**config.mk**
```make
export PLATFORM = sky130hd
export DESIGN_NAME = parking_count_controller
export DESIGN_NICKNAME = d
export VERILOG_FILES = /design/src/rtl/parking_pkg.sv /design/src/rtl/adder_subtractor_8bit.sv /design/src/rtl/parking_count_controller.sv
export SDC_FILE = /design/constraint.sdc
export NUM_CORES = 1
export LEC_CHECK = 0
export BUFFER_PORTS_ARGS = -buffer_cell sky130_fd_sc_hd__clkbuf_2
export CAP_MARGIN = 15
export CORE_MARGIN = 5
export CORE_UTILIZATION = 43
export DETAILED_ROUTE_END_ITERATION = 7
export SLEW_MARGIN = 5
export SYNTH_ARGS = -nofsm -noshare
export SYNTH_HDL_FRONTEND = slang
export SYNTH_HIERARCHICAL = 1
export SYNTH_SLANG_ARGS = --single-unit
```
**constraint.sdc**
```tcl
create_clock -name clk -period 5.6 [get_ports clk]
set_input_delay 0.56 -clock clk [delete_from_list [all_inputs] [get_ports clk]]
set_output_delay 0.56 -clock clk [all_outputs]
set_load 0.02 [all_outputs]
```
**src/rtl/parking_pkg.sv**
```systemverilog
// Shared encodings for the parking occupancy controller: FSM states,
// adder operation select, gate sides and the count width.
package parking_pkg;

    localparam int COUNT_W = 8;

    localparam logic [1:0] ST_IDLE = 2'd0;
    localparam logic [1:0] ST_CALC = 2'd1;
    localparam logic [1:0] ST_DONE = 2'd2;

    localparam logic OP_ADD = 1'b0;
    localparam logic OP_SUB = 1'b1;

    localparam logic SIDE_ENTRY = 1'b0;
    localparam logic SIDE_EXIT  = 1'b1;

    // Entry adds a vehicle, exit removes one.
    function automatic logic side_to_op(input logic side);
        return (side == SIDE_ENTRY) ? OP_ADD : OP_SUB;
    endfunction

    // Add must not carry out; subtract must carry out (no borrow).
    function automatic logic carry_ok(input logic op, input logic cout);
        return (op == OP_ADD) ? ~cout : cout;
    endfunction

endpackage

```
**src/rtl/adder_subtractor_8bit.sv**
```systemverilog
// 8-bit adder/subtractor: S=0 gives A+B, S=1 gives A-B as A+~B+1.
// Cout is the raw carry out, so for subtract Cout=1 means no borrow.
module adder_subtractor_8bit (
    input  logic       S,
    input  logic [7:0] A,
    input  logic [7:0] B,
    output logic [7:0] Sum,
    output logic       Cout
);

    logic [8:0] total_s;

    assign total_s = {1'b0, A} + {1'b0, B ^ {8{S}}} + {8'd0, S};
    assign Sum     = total_s[7:0];
    assign Cout    = total_s[8];

endmodule

```
**src/rtl/parking_count_controller.sv**
```systemverilog
// Lot occupancy controller: arbitrates entry/exit requests onto one shared
// adder/subtractor, enforces full/empty limits and pulses grant or deny.
module parking_count_controller
    import parking_pkg::*;
#(
    parameter int CAPACITY = 200,
    parameter bit FAIR     = 1'b1
) (
    input  logic               clk,
    input  logic               rst_n,
    input  logic               entry_req,
    input  logic               exit_req,
    output logic               entry_gnt,
    output logic               entry_deny,
    output logic               exit_gnt,
    output logic               exit_deny,
    output logic [COUNT_W-1:0] count,
    output logic               full,
    output logic               empty,
    output logic               busy,
    output logic               err
);

    localparam logic [COUNT_W-1:0] CAP_C = CAPACITY[COUNT_W-1:0];

    logic [1:0]         state_q, state_d;
    logic               side_q, side_d;
    logic               last_q, last_d;
    logic               limit_q, limit_d;
    logic [COUNT_W-1:0] count_q, count_d;
    logic [COUNT_W-1:0] sum_q, sum_d;
    logic               cout_q, cout_d;
    logic               entry_gnt_q, entry_gnt_d;
    logic               entry_deny_q, entry_deny_d;
    logic               exit_gnt_q, exit_gnt_d;
    logic               exit_deny_q, exit_deny_d;
    logic               full_q, full_d;
    logic               empty_q, empty_d;
    logic               busy_q, busy_d;
    logic               err_q, err_d;

    logic [COUNT_W-1:0] sum_s;
    logic               cout_s;
    logic               op_s;

    assign op_s = side_to_op(side_q);

    adder_subtractor_8bit u_addsub (
        .S    (op_s),
        .A    (count_q),
        .B    (8'd1),
        .Sum  (sum_s),
        .Cout (cout_s)
    );

    // Next-state and output decode for the IDLE -> CALC -> DONE sequence
    always_comb begin
        state_d      = state_q;
        side_d       = side_q;
        last_d       = last_q;
        limit_d      = limit_q;
        count_d      = count_q;
        sum_d        = sum_q;
        cout_d       = cout_q;
        err_d        = err_q;
        entry_gnt_d  = 1'b0;
        entry_deny_d = 1'b0;
        exit_gnt_d   = 1'b0;
        exit_deny_d  = 1'b0;

        case (state_q)
            ST_IDLE: begin
                if (entry_req && exit_req) begin
                    side_d  = FAIR ? ~last_q : SIDE_ENTRY;
                    state_d = ST_CALC;
                end else if (entry_req) begin
                    side_d  = SIDE_ENTRY;
                    state_d = ST_CALC;
                end else if (exit_req) begin
                    side_d  = SIDE_EXIT;
                    state_d = ST_CALC;
                end else begin
                    state_d = ST_IDLE;
                end
            end
            ST_CALC: begin
                sum_d   = sum_s;
                cout_d  = cout_s;
                limit_d = (side_q == SIDE_ENTRY) ? (count_q == CAP_C)
                                                 : (count_q == 8'd0);
                state_d = ST_DONE;
            end
            ST_DONE: begin
                last_d  = side_q;
                state_d = ST_IDLE;
                // A carry violation is refused like a limit hit so the gate is released.
                if (limit_q || !carry_ok(op_s, cout_q)) begin
                    if (!limit_q) begin
                        err_d = 1'b1;
                    end else begin
                        err_d = err_q;
                    end
                    entry_deny_d = (side_q == SIDE_ENTRY);
                    exit_deny_d  = (side_q == SIDE_EXIT);
                end else begin
                    count_d     = sum_q;
                    entry_gnt_d = (side_q == SIDE_ENTRY);
                    exit_gnt_d  = (side_q == SIDE_EXIT);
                end
            end
            default: begin
                state_d = ST_IDLE;
            end
        endcase

        full_d  = (count_d == CAP_C);
        empty_d = (count_d == 8'd0);
        busy_d  = (state_d != ST_IDLE);
    end

    // State, count and registered output flags
    always_ff @(posedge clk or negedge rst_n) begin
        if (!rst_n) begin
            state_q      <= ST_IDLE;
            side_q       <= SIDE_ENTRY;
            last_q       <= SIDE_EXIT;
            limit_q      <= 1'b0;
            count_q      <= 8'd0;
            sum_q        <= 8'd0;
            cout_q       <= 1'b0;
            entry_gnt_q  <= 1'b0;
            entry_deny_q <= 1'b0;
            exit_gnt_q   <= 1'b0;
            exit_deny_q  <= 1'b0;
            full_q       <= 1'b0;
            empty_q      <= 1'b1;
            busy_q       <= 1'b0;
            err_q        <= 1'b0;
        end else begin
            state_q      <= state_d;
            side_q       <= side_d;
            last_q       <= last_d;
            limit_q      <= limit_d;
            count_q      <= count_d;
            sum_q        <= sum_d;
            cout_q       <= cout_d;
            entry_gnt_q  <= entry_gnt_d;
            entry_deny_q <= entry_deny_d;
            exit_gnt_q   <= exit_gnt_d;
            exit_deny_q  <= exit_deny_d;
            full_q       <= full_d;
            empty_q      <= empty_d;
            busy_q       <= busy_d;
            err_q        <= err_d;
        end
    end

    assign entry_gnt  = entry_gnt_q;
    assign entry_deny = entry_deny_q;
    assign exit_gnt   = exit_gnt_q;
    assign exit_deny  = exit_deny_q;
    assign count      = count_q;
    assign full       = full_q;
    assign empty      = empty_q;
    assign busy       = busy_q;
    assign err        = err_q;

endmodule

```
==> flow_summary.toml <==
[placed_design]
detailed_place_hpwl_mm = 2.34
routabilityCongestion = 0.796
portBuffers = 19
dp_cells = 209

[drt]
first_pass_iters = 4
wl_mm = 3.20
num_vias = 1100
ant_nets = 0
routedWlPerCell_um = 14.8
drc = 0
via_per_inst = 5.09
drtIter0Drc = 89

[power]
p_per_area_nw_per_um2 = 706
peakVddDrop_mv = 0.276
p_leak_nw = 0.875

[sta]
post-route-min-period_ps = 2500
tightest_slew_ps = 740
relSlewSlack_pct = 50.7
hold_viol_final = 0
finClkSkew_ps = 3.14
rsz0062_at_grt = "false"
period_share_pct = 44.6
holdWs_ps = 330
fmax_ghz = 0.401
setup_viol = 0
setup-tns-final_ps = 0
slew_viol_final = 0

[die]
dieWidth_um = 71.0
io_pins = 20
core_um2 = 3630
rows = 22
die_h_um = 71.0
dieArea_um2 = 5040
initial_core_util_pct = 44.0

[global_route]
grt_use_total_pct = 14.5
overflow = 0
grt_pass1_vias = 1171
grt_pass1_wl_mm = 5.60
grt_max_degree = 31
antenna_found_initial = 0

[clock_network]
hold_buffers = 0
cts_made_buffers = 5
post_cts_resized = 0
postCtsSetupRepairBufs = 0
htreeDepth = 2
clkSinkCount = 30
clock_latency_ps = 280
clockBufferDepth = 2
clkTransAtPathRegs_ps = 60
cts-root-buf = "clkbuf_8"
cts_tree = "done"

[logic_synthesis]
synth_edf_count = 0
synth.area.mux_share_pct = 14.7
synth_adder_area_share_pct = 6.73
synthFlopType = "dfrtp_1"
post-synth-top-area-fraction_pct = 43.8
synth.avg_cell_area_um2 = 11.6
yosysMostFrequentCell = "dfrtp_1"
synth_top_family_by_area = "multiplexers"
synth_common_cells = "dfrtp_1, mux2_2, xor2_1"
synth-simple-area-share_pct = 12.4
seq_area_frac_synth_pct = 47.1
async_flop_share_pct = 100
synth_top_area_cell = "dfrtp_1"
synth_compound_area_share_pct = 8.53
synth_cell_types = 40
synth_seq_cells = 30
yosys_warnings = 6
syn_inst = 138
synth_area_um2 = 1600
synthTopCellsByArea = "dfrtp_1, mux2_2, ha_1"
synth_xor_area_share_pct = 7.12

[worst_setup_path]
reg2reg_depth = 7
cp_max_fo = 15
timing.critical_path.arrival_ps = 2670
r2r_slack_ps = 3100
r2r_end = "cout_q"
required_ps = 5770
cp-end-kind = "register"
worstSetupPathType = "register to register"
critPathLaunchType = "register"
r2r_start = "side_q"

[layout]
layout-drive-gt1-share_pct = 31.5
fin_cells = 216
nFillCells = 350
final_core_util_pct = 50.8
synthToLayoutAreaGrowth_pct = 15.4
nets = 180
diodes = 0

[run_status]
status = "finished clean"

[flow_run]
drv_cap = 0

[hold_path]
holdCritPathClass = "primary input to asynchronous set/reset pin"
## worst max-delay path by stage
| stage | start | to | slack [ps] | cells past startpoint |
|---|---|---|---|---|
| 2_1_floorplan | side_q | cout_q | 3460 | 8 |
| 3_3_place_gp | side_q | cout_q | 3200 | 7 |
| 3_5_place_dp | side_q | cout_q | 3130 | 7 |
| 4_1_cts | side_q | cout_q | 3110 | 7 |
| 5_1_grt | side_q | cout_q | 2960 | 7 |
| 6_report | side_q | cout_q | 3100 | 7 |
## worst max-delay path, stage by stage (launching register included)
cell	delay [ps]
dfrtp_1	730
xor2_1	220
ha_1	300
nor2b_1	160
o31a_1	280
o31a_1	260
o22a_1	180
mux2_2	250
## registers in the layout, indices dropped and copies added (netlist names)
register,count
state_q,2
exit_deny,1
count,8
side_q,1
cout_q,1
busy,1
full,1
entry_deny,1
exit_gnt,1
err,1
sum_q,8
empty,1
limit_q,1
entry_gnt,1
last_q,1
## through the flow
| step | worst slack (ps) | power, W | area (um2) |
|---|---|---|---|
| floorplan | 3460 | 0.000966 | 1630 |
| global placement | 3200 | 0.00111 | 1760 |
| detailed placement | 3130 | 0.00113 | 1760 |
| CTS | 3110 | 0.00131 | 1850 |
| global route | 2960 | 0.00142 | 1850 |
| finish | 3100 | 0.00130 | 1850 |
## cells in the final DEF, fill, tap and decap left out, types with 2 or more instances in the layout
master | netlist | routed
a21oi_1 | 4 | 4
a31oi_1 | 2 | 2
and3_1 | 2 | 2
clkbuf_2 | 0 | 19
clkbuf_8 | 0 | 6
conb_1 | 2 | 9
dfrtp_1 | 28 | 28
dfstp_2 | 2 | 2
ha_1 | 7 | 7
inv_1 | 7 | 7
mux2_2 | 17 | 17
mux2i_1 | 3 | 3
nand2_1 | 3 | 3
nand2b_1 | 2 | 2
nand3_1 | 4 | 4
nor2_1 | 8 | 8
nor3_1 | 3 | 3
nor4_1 | 2 | 2
o21a_1 | 2 | 2
o21ai_0 | 2 | 2
o22ai_1 | 2 | 2
o31a_1 | 2 | 2
or2_2 | 3 | 3
xnor2_1 | 4 | 4
xor2_1 | 9 | 9
## cells by family after synthesis
family | after synthesis
simple gates | 35
flops | 30
mux | 21
compound gates | 19
xor+xnor | 13
buf+inv | 10
fa+ha+maj | 8
other cells | 2
## where the power goes
part	leakage, nW	internal (W)	total [W]	switching, W
Sequential	0.363	0.000315	0.000426	0.000111
Combinational	0.468	0.000338	0.000699	0.000361
Clock	0.0443	0.0000973	0.000177	0.0000797
## per-layer routing
layer	vias up	wire (um)	GRT usage [%]	share of wire (%)
met5	-	0	0	0
met4	0	103	7.93	3.2
met3	9	171	5.82	5.4
met2	23	1520	21.4	47
met1	532	1400	18.1	44
li1	536	-	-	-
## final cells by class
type	instances	area, um2	share of cell area, %
clock buffer	7	86.3	4.68
inverter	7	26.3	1.42
tap	48	60.1	3.25
timing repair buffer	19	95.1	5.15
sequential	30	753	40.8
multi-input combinational	105	825	44.7
(Power assumes the default switching activity.)
